### config.mk
export PLATFORM = sky130hd
export DESIGN_NAME = id_ex_operand_stage
export DESIGN_NICKNAME = d
export VERILOG_FILES = /design/src/rtl/id_ex_operand_stage.sv
export SDC_FILE = /design/constraint.sdc
export NUM_CORES = 1
export LEC_CHECK = 0
export ABC_AREA = 1
export CORE_AREA = 2 2 249 251
export CTS_CLUSTER_SIZE = 8
export DETAILED_ROUTE_END_ITERATION = 6
export DIE_AREA = 0 0 251 253
export PLACE_DENSITY = 0.44
export SLEW_MARGIN = 20
export SYNTH_ARGS = -nofsm -noshare
export SYNTH_HDL_FRONTEND = slang
export SYNTH_SLANG_ARGS = --single-unit
export TNS_END_PERCENT = 20
### constraint.sdc
create_clock -name clk -period 1.75 [get_ports clk]
set_input_delay 0.175 -clock clk [delete_from_list [all_inputs] [get_ports clk]]
set_output_delay 0.175 -clock clk [all_outputs]
set_load 0.02 [all_outputs]
### src/rtl/id_ex_operand_stage.sv
// id_ex_operand_stage
// Resolves the Rn/Rm operands from the forwarding-unit selects, detects
// load-use hazards against the instruction held in EX, and registers the
// resolved operands, immediate, destination and control into ID/EX.
// Also handles branch flush, global hold and a saturating load-use bubble count.
module id_ex_operand_stage #(
   parameter int WIDTH  = 64,
   parameter int CTRL_W = 12,
   parameter int CNT_W  = 16
) (
   input  logic              clk,
   input  logic              reset,
   input  logic              id_valid,
   input  logic [4:0]        id_Rn,
   input  logic [4:0]        id_Rm,
   input  logic [4:0]        id_Rd,
   input  logic [WIDTH-1:0]  id_rn_data,
   input  logic [WIDTH-1:0]  id_rm_data,
   input  logic [WIDTH-1:0]  id_imm,
   input  logic [CTRL_W-1:0] id_ctrl,
   input  logic              id_MemRead,
   input  logic [1:0]        forwardA,
   input  logic [1:0]        forwardB,
   input  logic [WIDTH-1:0]  ex_alu_result,
   input  logic [WIDTH-1:0]  mem_wb_result,
   input  logic [WIDTH-1:0]  mem_wb_link_addr,
   input  logic              flush,
   input  logic              hold,
   output logic              stall,
   output logic              ex_valid,
   output logic [WIDTH-1:0]  ex_opA,
   output logic [WIDTH-1:0]  ex_opB,
   output logic [WIDTH-1:0]  ex_imm,
   output logic [4:0]        ex_Rd,
   output logic [CTRL_W-1:0] ex_ctrl,
   output logic              ex_MemRead,
   output logic [CNT_W-1:0]  loaduse_count
);

   localparam logic [4:0]       XZR     = 5'd31;
   localparam logic [CNT_W-1:0] CNT_MAX = {CNT_W{1'b1}};
   localparam logic [CNT_W-1:0] CNT_ONE = {{(CNT_W-1){1'b0}}, 1'b1};

   // Forwarding select decode; register 31 (XZR) always reads as zero.
   function automatic logic [WIDTH-1:0] fwd_sel(
      input logic [1:0]       sel,
      input logic [4:0]       reg_idx,
      input logic [WIDTH-1:0] rf_data,
      input logic [WIDTH-1:0] ex_data,
      input logic [WIDTH-1:0] wb_data,
      input logic [WIDTH-1:0] link_data
   );
      logic [WIDTH-1:0] v;
      if (reg_idx == XZR) begin
         v = {WIDTH{1'b0}};
      end else begin
         case (sel)
            2'b00:   v = rf_data;
            2'b10:   v = ex_data;
            2'b01:   v = wb_data;
            2'b11:   v = link_data;
            default: v = rf_data;
         endcase
      end
      return v;
   endfunction

   logic              ex_valid_q,   ex_valid_d;
   logic [WIDTH-1:0]  ex_opA_q,     ex_opA_d;
   logic [WIDTH-1:0]  ex_opB_q,     ex_opB_d;
   logic [WIDTH-1:0]  ex_imm_q,     ex_imm_d;
   logic [4:0]        ex_Rd_q,      ex_Rd_d;
   logic [CTRL_W-1:0] ex_ctrl_q,    ex_ctrl_d;
   logic              ex_MemRead_q, ex_MemRead_d;
   logic [CNT_W-1:0]  lu_count_q,   lu_count_d;

   logic [WIDTH-1:0]  opA_s;
   logic [WIDTH-1:0]  opB_s;
   logic              lu_s;

   // Operand muxes evaluated in ID.
   always_comb begin
      opA_s = fwd_sel(forwardA, id_Rn, id_rn_data, ex_alu_result, mem_wb_result, mem_wb_link_addr);
      opB_s = fwd_sel(forwardB, id_Rm, id_rm_data, ex_alu_result, mem_wb_result, mem_wb_link_addr);
   end

   // Load-use hazard: the load in EX writes a register the ID instruction reads.
   always_comb begin
      lu_s  = id_valid & ex_valid_q & ex_MemRead_q & (ex_Rd_q != XZR) &
              ((ex_Rd_q == id_Rn) | (ex_Rd_q == id_Rm));
      stall = lu_s & ~flush & ~hold & ~reset;
   end

   // Next-state selection: hold > flush > load-use bubble > normal advance.
   always_comb begin
      ex_valid_d   = ex_valid_q;
      ex_opA_d     = ex_opA_q;
      ex_opB_d     = ex_opB_q;
      ex_imm_d     = ex_imm_q;
      ex_Rd_d      = ex_Rd_q;
      ex_ctrl_d    = ex_ctrl_q;
      ex_MemRead_d = ex_MemRead_q;
      lu_count_d   = lu_count_q;
      if (hold) begin
         // Whole pipe frozen; a flush seen here is re-presented after hold drops.
         ex_valid_d   = ex_valid_q;
         lu_count_d   = lu_count_q;
      end else if (flush || lu_s) begin
         // Bubble: control cleared, data fields simply follow the muxes.
         ex_valid_d   = 1'b0;
         ex_ctrl_d    = {CTRL_W{1'b0}};
         ex_MemRead_d = 1'b0;
         ex_opA_d     = opA_s;
         ex_opB_d     = opB_s;
         ex_imm_d     = id_imm;
         ex_Rd_d      = id_Rd;
         if (!flush && (lu_count_q != CNT_MAX)) begin
            lu_count_d = lu_count_q + CNT_ONE;
         end else begin
            lu_count_d = lu_count_q;
         end
      end else begin
         // Normal advance; an invalid ID slot never carries control into EX.
         ex_valid_d   = id_valid;
         ex_opA_d     = opA_s;
         ex_opB_d     = opB_s;
         ex_imm_d     = id_imm;
         ex_Rd_d      = id_Rd;
         ex_ctrl_d    = id_valid ? id_ctrl : {CTRL_W{1'b0}};
         ex_MemRead_d = id_valid & id_MemRead;
         lu_count_d   = lu_count_q;
      end
   end

   // ID/EX pipeline register with synchronous reset.
   always_ff @(posedge clk) begin
      if (reset) begin
         ex_valid_q   <= 1'b0;
         ex_opA_q     <= {WIDTH{1'b0}};
         ex_opB_q     <= {WIDTH{1'b0}};
         ex_imm_q     <= {WIDTH{1'b0}};
         ex_Rd_q      <= 5'd0;
         ex_ctrl_q    <= {CTRL_W{1'b0}};
         ex_MemRead_q <= 1'b0;
         lu_count_q   <= {CNT_W{1'b0}};
      end else begin
         ex_valid_q   <= ex_valid_d;
         ex_opA_q     <= ex_opA_d;
         ex_opB_q     <= ex_opB_d;
         ex_imm_q     <= ex_imm_d;
         ex_Rd_q      <= ex_Rd_d;
         ex_ctrl_q    <= ex_ctrl_d;
         ex_MemRead_q <= ex_MemRead_d;
         lu_count_q   <= lu_count_d;
      end
   end

   assign ex_valid      = ex_valid_q;
   assign ex_opA        = ex_opA_q;
   assign ex_opB        = ex_opB_q;
   assign ex_imm        = ex_imm_q;
   assign ex_Rd         = ex_Rd_q;
   assign ex_ctrl       = ex_ctrl_q;
   assign ex_MemRead    = ex_MemRead_q;
   assign loaduse_count = lu_count_q;

endmodule

==> results of run 1 <==
==> layout by cell type, fill, tap and decap left out, types with 2 or more instances in the layout <==
master	synthesis	layout
inv_1	91	90
buf_12	0	44
buf_6	1	4
nand2_2	0	2
clkbuf_1	71	3
nand3_1	26	25
clkbuf_8	0	2
nor2_2	12	12
o211ai_1	127	127
nand2_1	468	466
nor2_1	170	167
nor2_4	4	7
bufinv_16	0	2
clkbuf_16	0	37
nand2_4	2	2
dlygate4sd2_1	0	44
dlymetal6s2s_1	0	8
clkdlybuf4s50_1	0	590
xnor2_1	2	2
nor3_1	5	4
o2111ai_1	125	125
buf_4	3	55
buf_2	50	2
a21oi_1	151	151
o21ai_0	74	74
inv_4	0	3
inv_2	12	11
nand3_2	1	2
dfxtp_2	0	4
nand4_1	5	5
dfxtp_1	227	222
clkinv_2	1	2
diode_2	0	10
nand4_2	2	2
==> cell type report <==
type / count / area, um2 / share of cell area
timing repair buffer: 748 / 7750 / 0.3717
multi-input combinational: 1184 / 6101 / 0.2926
sequential: 227 / 4553 / 0.2184
tap: 790 / 988.4 / 0.04741
clock buffer: 42 / 964.7 / 0.04627
inverter: 104 / 397.9 / 0.01908
clock inverter: 4 / 70.07 / 0.003361
antenna: 10 / 25.02 / 0.001200
==> cells by family after synthesis <==
family | count (synthesis)
AO/OA/AOI/OAI | 483
flip-flops | 227
adder cells (fa/ha/maj) | 1
AND/OR/NAND/NOR | 698
buffers and inverters | 237
XOR/XNOR | 2
==> Yosys cell counts, types with 2 or more instances <==
cell type    n  area, um2
nand2_1    468       1757
dfxtp_1    227       4544
nor2_1     170      638.1
a21oi_1    151      755.7
o211ai_1   127      953.4
o2111ai_1  125       1095
inv_1       91      341.6
o21ai_0     74      370.4
clkbuf_1    71      266.5
buf_2       50      250.2
nand3_1     26      130.1
inv_2       12      45.04
nor2_2      12      75.07
buf_1        8      30.03
nand4_1      5      31.28
nor3_1       5      25.02
nor2_4       4      45.04
buf_4        3      22.52
nand2_4      2      22.52
nand4_2      2      25.02
xnor2_1      2      17.52
==> power groups by stage <==
stage          logic (mW)  registers, mW  clock network, mW
2_1_floorplan        1.18           6.17                  0
3_3_place_gp         4.09           5.78                  0
3_5_place_dp         4.10           5.79                  0
4_1_cts              4.09           5.69               6.91
5_1_grt              4.33           5.73               7.09
6_report             4.05           5.69               6.65
==> routing by layer <==
layer | vias to the layer above | GRT usage
met1 | 6774 | 0.2267
met4 | 22 | 0.08537
met5 | - | 0
met2 | 661 | 0.3395
met3 | 130 | 0.07144
li1 | 7009 | -
==> repair_timing <==
action                     4_1_cts  5_1_grt
gates resized for setup         58       18
hold buffers                     1        0
gates cloned                     0        0
hold endpoints to repair         1        0
pin swaps                        0        4
setup endpoints to repair       46       79
==> state kept, by name, indices dropped and copies added (netlist names) <==
| register | count |
|---|---|
| ex_MemRead | 1 |
| ex_ctrl | 12 |
| ex_imm | 64 |
| ex_Rd | 5 |
| ex_valid | 1 |
| ex_opB | 64 |
| loaduse_count | 16 |
| ex_opA | 64 |
==> stage by stage <==
stage | setup WS [ps] | TNS [ps] | hold slack [ps] | util | cell area (um2)
after CTS | -187.2 | -187.2 | 139.9 | 0.3404 | 20770
final | -146.5 | -146.5 | 148.7 | 0.3416 | 20850
after global routing | -239.1 | -316.5 | 141.3 | 0.3415 | 20840
after detailed placement | -400.1 | -12650 | 448.4 | 0.3239 | 19770
after global placement | -419.7 | -11330 | 443.3 | 0.3239 | 19770
after floorplan | 123.8 | 0 | 326.6 | - | 11570
==> final timing paths <==
kind	start	end	slack [ps]	depth (start not counted)
setup / recovery	ex_Rd[2]$_SDFFE_PP0N_	stall	-150	9
hold / removal	reset	ex_opA[63]$_SDFFE_PP0N_	150	3
setup reg to reg	loaduse_count[1]$_SDFFE_PP0P_	loaduse_count[5]$_SDFFE_PP0P_	90	8
hold reg to reg	ex_opA[19]$_SDFFE_PP0N_	ex_opA[19]$_SDFFE_PP0N_	450	2
==> critical path: stages (launching register included) <==
cell	delay, ps
dfxtp_2	340
buf_6	120
nand2_2	60
nand2_2	60
nor2_2	130
nand3_2	100
nand2_4	90
nand3_4	70
nor2_4	110
buf_6	120
==> results.md, run 1 <==
* Outcome: complete, but fails checks
* Failing checks: setup timing
* Non-Filler Instances at 3109
* Reported leakage power at 8.065 nW
* Detailed-route vias per instance at ~4.7
* #FFs+latches synth at 227
* FP Rows at 91
* Num CTS Buffers at 36
* Final ANT Viol Nets at 0
* DRT iter0 DRCs at between 900 and 1000
* I/O Buffers at 648
* Max IR drop VDD at 493.2 uV
* NetSw at about 4.7 mW
* Ys flop type: dfxtp_1
* CTS clk-pin slew, worst paths at 50 ps
* Comb pwr share at 0.247
* Power per standard cell area at 786.4 nW/um2
* Wl on met1 at 25.60 mm
* Worst skew pair latency at 530 ps
* Min cycle time layout at between 1500 and 2000 ps
* Worst-Margin Slew at between 600 and 700 ps
* Clk pwr share at 0.406
* 1st-pass router iterations at 5
* Metal2 WL at 31.73 mm
* Total Die Area at 63500 um2
* Syn Nets at roughly 2100
* GRT Residual Overflow at 0
* Netlist Area Pre-Place at 11570 um2
* Sw Ratio at 0.2879
* Period utilization at 1.084
* Area Growth Syn to Fin at 80.17%
* Vias in the first global route at 14630
* Final count of negative-setup-slack endpoints at 1
* GR Util All Layers at 0.2001
* Highest Signal Layer: met5
* Met3 routed WL at 6.242 mm
* Detail Placement HPWL at 50.48 mm
* Final Power at roughly 16 mW
* Chip Width at 251 um
* Async set-reset flop share out of synthesis at 0
* Sequential share of power at 0.347
* Synth Area in Compound Gates at 0.2784
* Crit. End Element: output pin
* Crit-path max FO at 4
* Postcts setup bufs at 0
* # H-tree levels at 2
* RSZ-0062 raised after global routing: yes
* Mux cell area share after synthesis at 0
* Inst Count DP at 3052
* Post-synthesis simple-gate area fraction at 0.2423
* Largest net degree at the start of global routing at 87
* Initial Utilization at 0.1896
* Crit Path Class: reg -> out
* Main combinational cell family by area after synthesis: compound AO/OA/AOI/OAI gates
* Fmax at between 500 and 600 MHz
* Avg Cell Area, Syn at between 7 and 8 um2
* Cell Int Power at 11.68 mW
* GP Congestion at 0.8684
* EDFF count, synth at 0
* NumNets Final at 2723
* Register area share after synthesis at 0.3927
* CTS tree: yes
* Post-Synth XOR/XNOR Area at 0.001514
* Max clock buf depth at 3
* Cells after synthesis at 1648
* Clock Skew at 13.60 ps
* Crit path DAT at between 1500 and 2000 ps
* Final WL at 66.21 mm
* Wire per inst at 21.29 um
* HP Class: in -> reg
* Root Buffer: clkbuf_16
* Final Max Slew Viols at 0
* Core area at 61030 um2
* Fillcell total at 6423
* Final Hold Vio Count at 0
* CP Launch Type: flop
* Worst slew margin at 0.5371
* Layout cell share with drive strength beyond 1 at 0.08618
* Routed via count at 14600
* Worst Path Required at roughly 1600 ps
* CTS sink cnt at ~230
* Drt drc at 0
* Antenna violations before repair at 23
* Yosys cell types at 34
* Synth warn at 0
* Fin worst setup slack at -146.5 ps
* Post-Synth Adder-Cell Area at 0.001081
* Die H at 253 um
* First-pass GRT wire length at 95.68 mm
* Max-cap violations at 0
* IO Pins at ~650
Note: power is estimated with default switching activity, not from simulation.
==> run 2: changes to the inputs <==
==> constraint.sdc (replaced) <==
create_clock -name clk -period 1.75 [get_ports clk]
set_input_delay 0.175 -clock clk [delete_from_list [all_inputs] [get_ports clk]]
set_output_delay 0.175 -clock clk [all_outputs]
set_load 0.1 [all_outputs]
==> run 2 against run 1 <==
Net effect: sequential share of layout area increased by 0.47 points; global-route usage grew 0.22 points; critical path type unchanged; the flow still finishes with violations (setup timing); largest cell class unchanged; worst hold slack lost 87 ps; combinational power rose by 47%; core utilization decreased by 0.38 points; sequential cell count unchanged; sequential power barely moved; critical endpoint unchanged; non-clock buffer count grew 7; routed wire length up 1.4%.
==> results.md, run 2 (synthesis gave the netlist of run 1 again) <==
* Most frequent cells in the layout: nand2_1 (467), clkdlybuf4s50_1 (416), buf_4 (278), dfxtp_1 (204), nor2_1 (167)
* Final Max Slew Viols at 0 (unchanged)
* # H-tree levels at 2 (unchanged)
* First-pass GRT wire length at 96.81 mm (+1.2%)
* FP Rows at 91 (unchanged)
* NetSw at 6.850 mW (+45%)
* Initial Utilization at 0.1896 (unchanged)
* Wl on met1 at 25.71 mm (+0.46%)
* Reported leakage power at 8.240 nW (+2.2%)
* Post-route cell area at 20620 um2 (-1.1%)
* Sequential share of power at 0.310 (-0.037)
* Root Buffer: clkbuf_16
* Final Power at 18.43 mW (+12%)
* Crit. End Element: output pin
* # hold bufs at CTS at 0 (-1)
* DRT iter0 DRCs at 965 (+6.5%)
* Clk pwr share at 0.366 (-0.040)
* IO Pins at 649 (unchanged)
* RSZ-0062 raised after global routing: yes
* Layout cell share with drive strength beyond 1 at 0.1954 (+0.1092)
* Num CTS Buffers at 36 (unchanged)
* GP Congestion at 0.9017 (+3.8%)
* Core area at 61030 um2 (unchanged)
* Comb pwr share at 0.324 (+0.077)
* Area Growth Syn to Fin at 78.19%
* Drt drc at 0 (unchanged)
* Final count of negative-setup-slack endpoints at 1 (unchanged)
* Final ANT Viol Nets at 0 (unchanged)
* CTS sink cnt at 227 (unchanged)
* Sw Ratio at 0.3716 (+0.08372)
* Chip Width at 251 um (unchanged)
* Metal2 WL at 31.59 mm (-0.44%)
* GR Util All Layers at 0.2023 (+0.002220)
* Worst slew margin at 0.5216 (-0.01548)
* NumNets Final at 2730 (+0.26%)
* Max IR drop VDD at 513.0 uV (+4.0%)
* Period utilization at 1.129 (+0.04553)
* Crit Path Class: reg -> out
* Setup TNS Final at -226.1 ps (-79.68 ps)
* Inst Count DP at 3055 (+0.098%)
* Crit-path max FO at 5 (+1)
* Final Hold Vio Count at 0 (unchanged)
* Max-cap violations at 0 (unchanged)
* Failing checks: setup timing
* HP Class: in -> reg
* Routed via count at 14690 (+0.66%)
* I/O Buffers at 648 (unchanged)
* Detail Placement HPWL at 51.86 mm (+2.7%)
* Hold slack at 61.43 ps (-87.24 ps)
* CP Launch Type: flop
* Place WS at -325.8 ps (+74.25 ps)
* CTS clk-pin slew, worst paths at 60 ps (about the same)
* Min cycle time layout at 1976 ps (+79.68 ps)
* Crit path DAT at 1800 ps (+80 ps)
* Met3 routed WL at 7.403 mm (+19%)
* Finished Core Util at 0.3379 (-0.003751)
* Max clock buf depth at 3 (unchanged)
* Worst Path Required at 1570 ps (about the same)
* Clock Skew at 14.80 ps (+1.192 ps)
* Wire per inst at 21.48 um (+0.85%)
* Antenna violations before repair at 19 (-17%)
* 1st-pass router iterations at 6 (+1)
* GRT Residual Overflow at 0 (unchanged)
* Worst skew pair latency at 540 ps (about the same)
* Most common cell after layout, fill and taps aside: nand2_1
* Vias in the first global route at 14770 (+0.90%)
* Non-Filler Instances at 3125 (+0.51%)
* CTS tree: yes
* Detailed-route vias per instance at 4.702 (+0.15%)
* Outcome: complete, but fails checks
* DP Area at 19450 um2 (-1.6%)
* Largest net degree at the start of global routing at 77 (-11%)
* Fin worst setup slack at -226.1 ps (-79.68 ps)
* Die H at 253 um (unchanged)
* Highest Signal Layer: met5
* Worst-Margin Slew at 715.9 ps (+21.52 ps)
* Fmax at 506.0 MHz (-4.0%)
* Total Die Area at 63500 um2 (unchanged)
* Final WL at 67.11 mm (+1.4%)
* Cell Int Power at 11.58 mW (-0.80%)
* Power per standard cell area at 893.9 nW/um2 (+14%)
-- run 2: cell types whose count changed in the layout (fill, tap and decap cells not counted), sizes merged --
cell	previous run	this run
dlymetal6s2s	8	0
clkdlybuf4s50	590	416
diode	10	11
clkbuf	42	50
dlygate4sd3	1	0
bufinv	2	0
inv	104	106
dlygate4sd2	44	0
buf	105	339
-- run 2: worst paths after layout --
check | slack [ps] | endpoint | startpoint | cells past startpoint
worst max-delay path | -230 | stall | ex_Rd[0]$_SDFFE_PP0N_ | 9
worst min-delay path | 60 | ex_Rd[4]$_SDFFE_PP0N_ | hold | 3
worst min register to register | 460 | ex_opB[5]$_SDFFE_PP0N_ | ex_opB[5]$_SDFFE_PP0N_ | 2
worst max register to register | 130 | loaduse_count[14]$_SDFFE_PP0P_ | loaduse_count[0]$_SDFFE_PP0P_ | 8
-- run 2: area by class of cell --
| type | instances | area [um2] |
|---|---|---|
| clock inverter | 4 | 27.53 |
| antenna | 11 | 27.53 |
| fill | 6420 | 40410 |
| clock buffer | 50 | 1035 |
| inverter | 104 | 400.4 |
| multi-input combinational | 1184 | 6117 |
| tap | 790 | 988.4 |
| sequential | 227 | 4601 |
| timing repair buffer | 755 | 7425 |
-- run 2: routing by layer --
| layer | global-route usage | vias to the layer above |
|---|---|---|
| met4 | 0.08010 | 18 |
| met3 | 0.08347 | 130 |
| met5 | 0 | - |
| li1 | - | 7044 |
| met2 | 0.3419 | 702 |
| met1 | 0.2257 | 6799 |
-- run 2: repair_timing --
action                     in CTS  in global routing
pin swaps                       6                  1
setup endpoints to repair       1                 11
buffers inserted                5                  0
gates resized for setup         3                  8
-- run 2: worst max-delay path, cell delays in order, from the launching register on --
cell and delay (ps):
dfxtp_4 380, inv_4 50, nand2_2 40, nand2_1 60
nor2_2 100, nand3_2 110, nand2_4 100, nand3_4 90
nor2_4 120, buf_12 180
-- run 2: power by group through the flow --
stage | Combinational [mW] | Clock (mW) | Sequential [mW]
6_report | 5.97 | 6.75 | 5.71
5_1_grt | 6.27 | 7.14 | 5.75
4_1_cts | 6.01 | 6.99 | 5.71
3_5_place_dp | 5.99 | 0 | 5.82
3_3_place_gp | 5.99 | 0 | 5.81
2_1_floorplan | 1.19 | 0 | 8.10
